### src/rtl/uart_rx_param.sv
// Oversampling UART receiver with configurable data width, stop length and parity.
// Deserialises an idle-high line LSB first and reports parity and framing errors.
module uart_rx_param #(
    parameter int DBIT       = 8,
    parameter int OVERSAMPLE = 16,
    parameter int SB_TICK    = 16,
    parameter int PARITY_EN  = 0,
    parameter int PARITY_ODD = 0
) (
    input  logic            clk,
    input  logic            reset,
    input  logic            s_tick,
    input  logic            rx,
    output logic [DBIT-1:0] d_out,
    output logic            rx_done,
    output logic            parity_err,
    output logic            frame_err,
    output logic            busy
);

    localparam int S_MAX = (OVERSAMPLE > SB_TICK) ? OVERSAMPLE : SB_TICK;
    localparam int S_W   = $clog2(S_MAX);
    localparam int N_W   = $clog2(DBIT) + 1;

    localparam logic [S_W-1:0] S_HALF = S_W'(OVERSAMPLE / 2 - 1);
    localparam logic [S_W-1:0] S_BIT  = S_W'(OVERSAMPLE - 1);
    localparam logic [S_W-1:0] S_STOP = S_W'(SB_TICK - 1);
    localparam logic [N_W-1:0] N_LAST = N_W'(DBIT - 1);
    localparam logic           HAS_PAR = (PARITY_EN != 0);
    localparam logic           ODD     = (PARITY_ODD != 0);

    typedef enum logic [2:0] {
        IDLE,
        START,
        DATA,
        PARITY,
        STOP
    } state_t;

    state_t          state;
    logic            rx_meta;
    logic            rxs;
    logic [S_W-1:0]  s;
    logic [N_W-1:0]  n;
    logic [DBIT-1:0] buffer;
    logic            p;

    // Two-flop synchroniser; resets to the idle level so reset never looks like a start bit.
    always_ff @(posedge clk) begin
        if (reset) begin
            rx_meta <= 1'b1;
            rxs     <= 1'b1;
        end else begin
            rx_meta <= rx;
            rxs     <= rx_meta;
        end
    end

    assign busy = (state != IDLE);

    // NOTE: all state uses non-blocking assignments so every branch reads the pre-edge values.
    always_ff @(posedge clk) begin
        if (reset) begin
            // NOTE: the shift buffer is a small register, not a memory, so it is cleared with the rest.
            state      <= IDLE;
            s          <= '0;
            n          <= '0;
            buffer     <= '0;
            p          <= 1'b0;
            d_out      <= '0;
            rx_done    <= 1'b0;
            parity_err <= 1'b0;
            frame_err  <= 1'b0;
        end else begin
            rx_done <= 1'b0;
            case (state)
                IDLE: begin
                    if (!rxs) begin
                        state <= START;
                        s     <= '0;
                    end
                end
                START: begin
                    if (s_tick) begin
                        if (s == S_HALF) begin
                            // Still low at the half-bit point: a real start bit, not a glitch.
                            if (!rxs) begin
                                state <= DATA;
                                s     <= '0;
                                n     <= '0;
                            end else begin
                                state <= IDLE;
                            end
                        end else begin
                            s <= s + 1'b1;
                        end
                    end
                end
                DATA: begin
                    if (s_tick) begin
                        if (s == S_BIT) begin
                            s      <= '0;
                            buffer <= {rxs, buffer[DBIT-1:1]};
                            if (n == N_LAST) begin
                                state <= HAS_PAR ? PARITY : STOP;
                            end else begin
                                n <= n + 1'b1;
                            end
                        end else begin
                            s <= s + 1'b1;
                        end
                    end
                end
                PARITY: begin
                    if (s_tick) begin
                        if (s == S_BIT) begin
                            p     <= rxs;
                            s     <= '0;
                            state <= STOP;
                        end else begin
                            s <= s + 1'b1;
                        end
                    end
                end
                STOP: begin
                    if (s_tick) begin
                        if (s == S_STOP) begin
                            d_out      <= buffer;
                            rx_done    <= 1'b1;
                            frame_err  <= ~rxs;
                            parity_err <= HAS_PAR & (p != (^buffer ^ ODD));
                            s          <= '0;
                            state      <= IDLE;
                        end else begin
                            s <= s + 1'b1;
                        end
                    end
                end
                default: state <= IDLE;
            endcase
        end
    end

endmodule

### config.mk
export PLATFORM = sky130hd
export DESIGN_NAME = uart_rx_param
export DESIGN_NICKNAME = d
export VERILOG_FILES = /design/src/rtl/uart_rx_param.sv
export SDC_FILE = /design/constraint.sdc
export NUM_CORES = 1
export LEC_CHECK = 0
export BUFFER_PORTS_ARGS = -buffer_cell sky130_fd_sc_hd__buf_2
export CAP_MARGIN = 20
export CORE_UTILIZATION = 30
export CTS_CLUSTER_SIZE = 12
export DETAILED_ROUTE_END_ITERATION = 6
export PLACE_DENSITY_LB_ADDON = 0.3
export SYNTH_ARGS = -nofsm -noshare
export SYNTH_HDL_FRONTEND = slang
export SYNTH_SLANG_ARGS = --single-unit
### constraint.sdc
create_clock -name clk -period 3.7 [get_ports clk]
set_input_delay 0.37 -clock clk [delete_from_list [all_inputs] [get_ports clk]]
set_output_delay 0.37 -clock clk [all_outputs]
set_load 0.05 [all_outputs]
==> tab_implementation.tex <==
\begin{tabular}{lr}
\hline
Metric & Value \\
\hline
\multicolumn{2}{l}{\textbf{Power and ir drop}} \\
Power Density & 404 nW/um2 \\
Leak & 0.556 nW \\
IR Drop Worst-Case VDD & 0.108 mV \\
\multicolumn{2}{l}{\textbf{Final layout}} \\
Area growth from synthesis to layout & 13.1\% \\
Final nets & 190 \\
Inserted Diodes & 0 \\
Utilization after layout & 0.350 \\
Share of layout cells above drive strength 1 & 0.151 \\
Non-Filler Instances & 252 \\
\multicolumn{2}{l}{\textbf{Worst setup path}} \\
Worst R2R Start & state[1] \\
Count of cells along the worst register-to-register path & 4 \\
Register-to-Register Setup Slack & 1.45 ns \\
Sequence of cells on the critical path & nor3b\_4 > a21oi\_2 > or4\_1 > a221oi\_1 \\
Critical path fanouts, max & 15 \\
R2R Path End & n[3] \\
Kind of critical path & reg -> reg \\
CP Data Arrival Time & 2.46 ns \\
Kind of start point of the critical path & flip-flop \\
Required time of the worst setup path & 3.90 ns \\
Delay of the slowest critical-path stage & 0.62 ns \\
Cell with the largest stage delay on the worst path & sky130\_fd\_sc\_hd\_\_dfxtp\_1 \\
Nature of the critical path endpoint & flip-flop \\
\multicolumn{2}{l}{\textbf{Route}} \\
Initial DRT Pass Iterations & 4 \\
Via count normalized by instance count & 4.98 \\
Total vias in the final route & 1256 \\
Detailed-route DRC error count & 0 \\
1st-iter DRT viols & 58 \\
Drt total wl & 2970 um \\
Average wire per cell in the routed design & 11.8 um \\
Count of antenna-violating nets left after detailed routing & 0 \\
\multicolumn{2}{l}{\textbf{Global route}} \\
Initial antenna violation count & 0 \\
Maximum number of pins on one net before global-route repair & 30 \\
Number of global-route vias before repair & 1076 \\
First-pass GRT wire length & 5280 um \\
Overall global routing resource usage & 0.132 \\
Overflow left after global routing & 0 \\
\multicolumn{2}{l}{\textbf{Clock tree}} \\
Number of hold buffers added after cts & 0 \\
Clock latency of the later-clocked register in the worst-skew pair & 0.29 ns \\
Buffer depth of the longest clock path & 2 \\
Number of setup buffers added after CTS & 0 \\
Root buf cell & sky130\_fd\_sc\_hd\_\_clkbuf\_8 \\
TritonCTS Sinks & 31 \\
Post-CTS resize count & 0 \\
Total number of H-tree levels & 2 \\
CTS tree & yes \\
CTS clk-pin slew, worst paths & 0.07 ns \\
Inserted Clock Buffers & 5 \\
\multicolumn{2}{l}{\textbf{Timing}} \\
Unrepaired setup endpoints after global routing & false \\
Final Max Tran Viols & 0 \\
Final min period & 2.25 ns \\
Max-Slew Margin vs Limit & 0.574 \\
Transition time of the tightest slew-check pin & 0.638 ns \\
Worst Clk Skew & 0.00432 ns \\
Setup tns final & 0 ns \\
Count of final hold-check violations & 0 \\
Fmax & 0.444 GHz \\
Setup-failing EPs final & 0 \\
Post-route clock period utilization & 0.609 \\
Final worst slack & 1.45 ns \\
\multicolumn{2}{l}{\textbf{Synth}} \\
Share of synthesized flip-flops with an asynchronous set or reset & 0 \\
Post-synth EDFFs & 0 \\
Post-Syn Nets & 184 \\
Most frequently used cell type in the post-synthesis netlist & sky130\_fd\_sc\_hd\_\_dfxtp\_1 \\
Area share of the leading cell type in the synthesized netlist & 0.424 \\
Synth top cells by count & sky130\_fd\_sc\_hd\_\_dfxtp\_1 (31), sky130\_fd\_sc\_hd\_\_nand2\_1 (30), sky130\_fd\_sc\_hd\_\_a21oi\_1 (24), sky130\_fd\_sc\_hd\_\_nand3\_1 (13), sky130\_fd\_sc\_hd\_\_clkbuf\_1 (9) \\
Sequential fraction of the synthesis area & 0.424 \\
Cell count after synthesis & 178 \\
Avg Cell Area, Syn & 8.22 um2 \\
Leading cell types by total area after synthesis & sky130\_fd\_sc\_hd\_\_dfxtp\_1 (42\%), sky130\_fd\_sc\_hd\_\_a21oi\_1 (8.2\%), sky130\_fd\_sc\_hd\_\_nand2\_1 (7.7\%), sky130\_fd\_sc\_hd\_\_nand3\_1 (4.4\%), sky130\_fd\_sc\_hd\_\_clkbuf\_1 (2.3\%) \\
Number of library cell types mapped by synthesis & 41 \\
Primary FF master, synth & sky130\_fd\_sc\_hd\_\_dfxtp\_1 \\
FF+latch count, synth & 31 \\
Library cell with the largest summed area after synthesis & sky130\_fd\_sc\_hd\_\_dfxtp\_1 \\
Combined area of all synthesized cells & 1460 um2 \\
Warnings from Yosys & 0 \\
\multicolumn{2}{l}{\textbf{Min path}} \\
Worst hold-check path type & in -> reg \\
Hold path endpoint & rx\_meta \\
Beginning of the worst hold path & rx \\
WHS Path Cells & 2 \\
\multicolumn{2}{l}{\textbf{Placed design}} \\
Last weighted congestion value of the routability-driven placer & 0.776 \\
Port bufs & 14 \\
Inst Count DP & 244 \\
Placement-stage worst setup slack & 1.47 ns \\
Estimated wirelength of the detail-placed design & 1940 um \\
\multicolumn{2}{l}{\textbf{Flow run}} \\
Max cap viols & 0 \\
\multicolumn{2}{l}{\textbf{Floorplan}} \\
Placement Rows & 25 \\
Die Y & 71.9 um \\
Full die area & 5160 um2 \\
IO Pins & 16 \\
Standard cell core area & 4720 um2 \\
Chip Width & 71.9 um \\
Starting density of the core & 0.310 \\
\multicolumn{2}{l}{\textbf{Status}} \\
Result of the run & finished clean \\
\hline
\end{tabular}
[state kept, by name, summed over array words and instances, names as in the netlist]
name	flops
buffer	8
d_out	8
n	4
s	4
state	3
frame_err	1
rx_done	1
rx_meta	1
rxs	1
[area by class of cell]
type | count | area [um2]
multi-input combinational | 130 | 769
timing repair buffer | 14 | 70.1
tap | 67 | 83.8
clock inverter | 1 | 7.51
clock buffer | 7 | 96.3
sequential | 31 | 621
fill | 494 | 3070
inverter | 2 | 7.51
[how the worst max path moves through the flow]
stage                  start  slack (ns)    to  depth (start not counted)
floorplan               s[0]        1.85  n[3]                          6
detailed placement  state[1]        1.47  n[3]                          4
finish              state[1]        1.45  n[3]                          4
global placement    state[1]        1.52  n[3]                          4
global route        state[1]        1.27  n[3]                          4
CTS                 state[1]        1.46  n[3]                          4
[cells by family (layout without fill, tap and decap cells)]
logic type / count (synthesis) / count (layout) / share of synthesized area
AOI/OAI and AO/OA: 46 / 46 / 0.195
buffers and inverters: 17 / 24 / 0.0504
DFF: 31 / 31 / 0.424
adders and majority gates: 2 / 2 / 0.0171
and+or+nand+nor: 80 / 80 / 0.303
muxes: 1 / 1 / 0.00769
other: 1 / 1 / 0.00256
[metrics by stage]
stage | hold slack (ns) | instance area, um2 | total power, mW
2_1_floorplan | 0.389 | 1460 | 0.368
3_3_place_gp | 0.399 | 1550 | 0.373
3_5_place_dp | 0.397 | 1550 | 0.374
4_1_cts | 0.262 | 1660 | 0.676
5_1_grt | 0.279 | 1660 | 0.694
6_report | 0.264 | 1660 | 0.668
[worst max-delay path: cells and delay by family (launching register included)]
kind | cells | cell delay [ns]
simple gates | 2 | 1.11
flops | 1 | 0.62
compound gates | 2 | 0.44
[metal layers]
layer | share of wire | GRT usage | wire (um) | up-vias
met3 | 0.036 | 0.0380 | 106 | 8
met2 | 0.42 | 0.186 | 1250 | 21
met4 | 0.023 | 0.0654 | 68 | 0
li1 | - | - | - | 653
met5 | 0 | 0 | 0 | -
met1 | 0.52 | 0.184 | 1550 | 574
[placed cells by master (no fill, tap or decap), types with 3 or more instances in the layout]
| cell | count |
|---|---|
| sky130_fd_sc_hd__buf_2 | 14 |
| sky130_fd_sc_hd__nand3_1 | 13 |
| sky130_fd_sc_hd__or3_1 | 3 |
| sky130_fd_sc_hd__clkbuf_8 | 7 |
| sky130_fd_sc_hd__nand4_1 | 3 |
| sky130_fd_sc_hd__a211oi_1 | 3 |
| sky130_fd_sc_hd__nor2b_1 | 3 |
| sky130_fd_sc_hd__nor2_1 | 4 |
| sky130_fd_sc_hd__nand2b_1 | 4 |
| sky130_fd_sc_hd__a21oi_1 | 24 |
| sky130_fd_sc_hd__a221oi_1 | 3 |
| sky130_fd_sc_hd__nand2_1 | 30 |
| sky130_fd_sc_hd__nor3_1 | 3 |
| sky130_fd_sc_hd__dfxtp_1 | 31 |
| sky130_fd_sc_hd__o21ai_0 | 3 |
[report_power, final]
group	switching (mW)	leakage, nW	total, mW	internal, mW
clock network	0.134	0.0505	0.303	0.169
logic	0.0168	0.255	0.0253	0.00844
registers	0.00439	0.250	0.340	0.336
(Power assumes the default switching activity.)
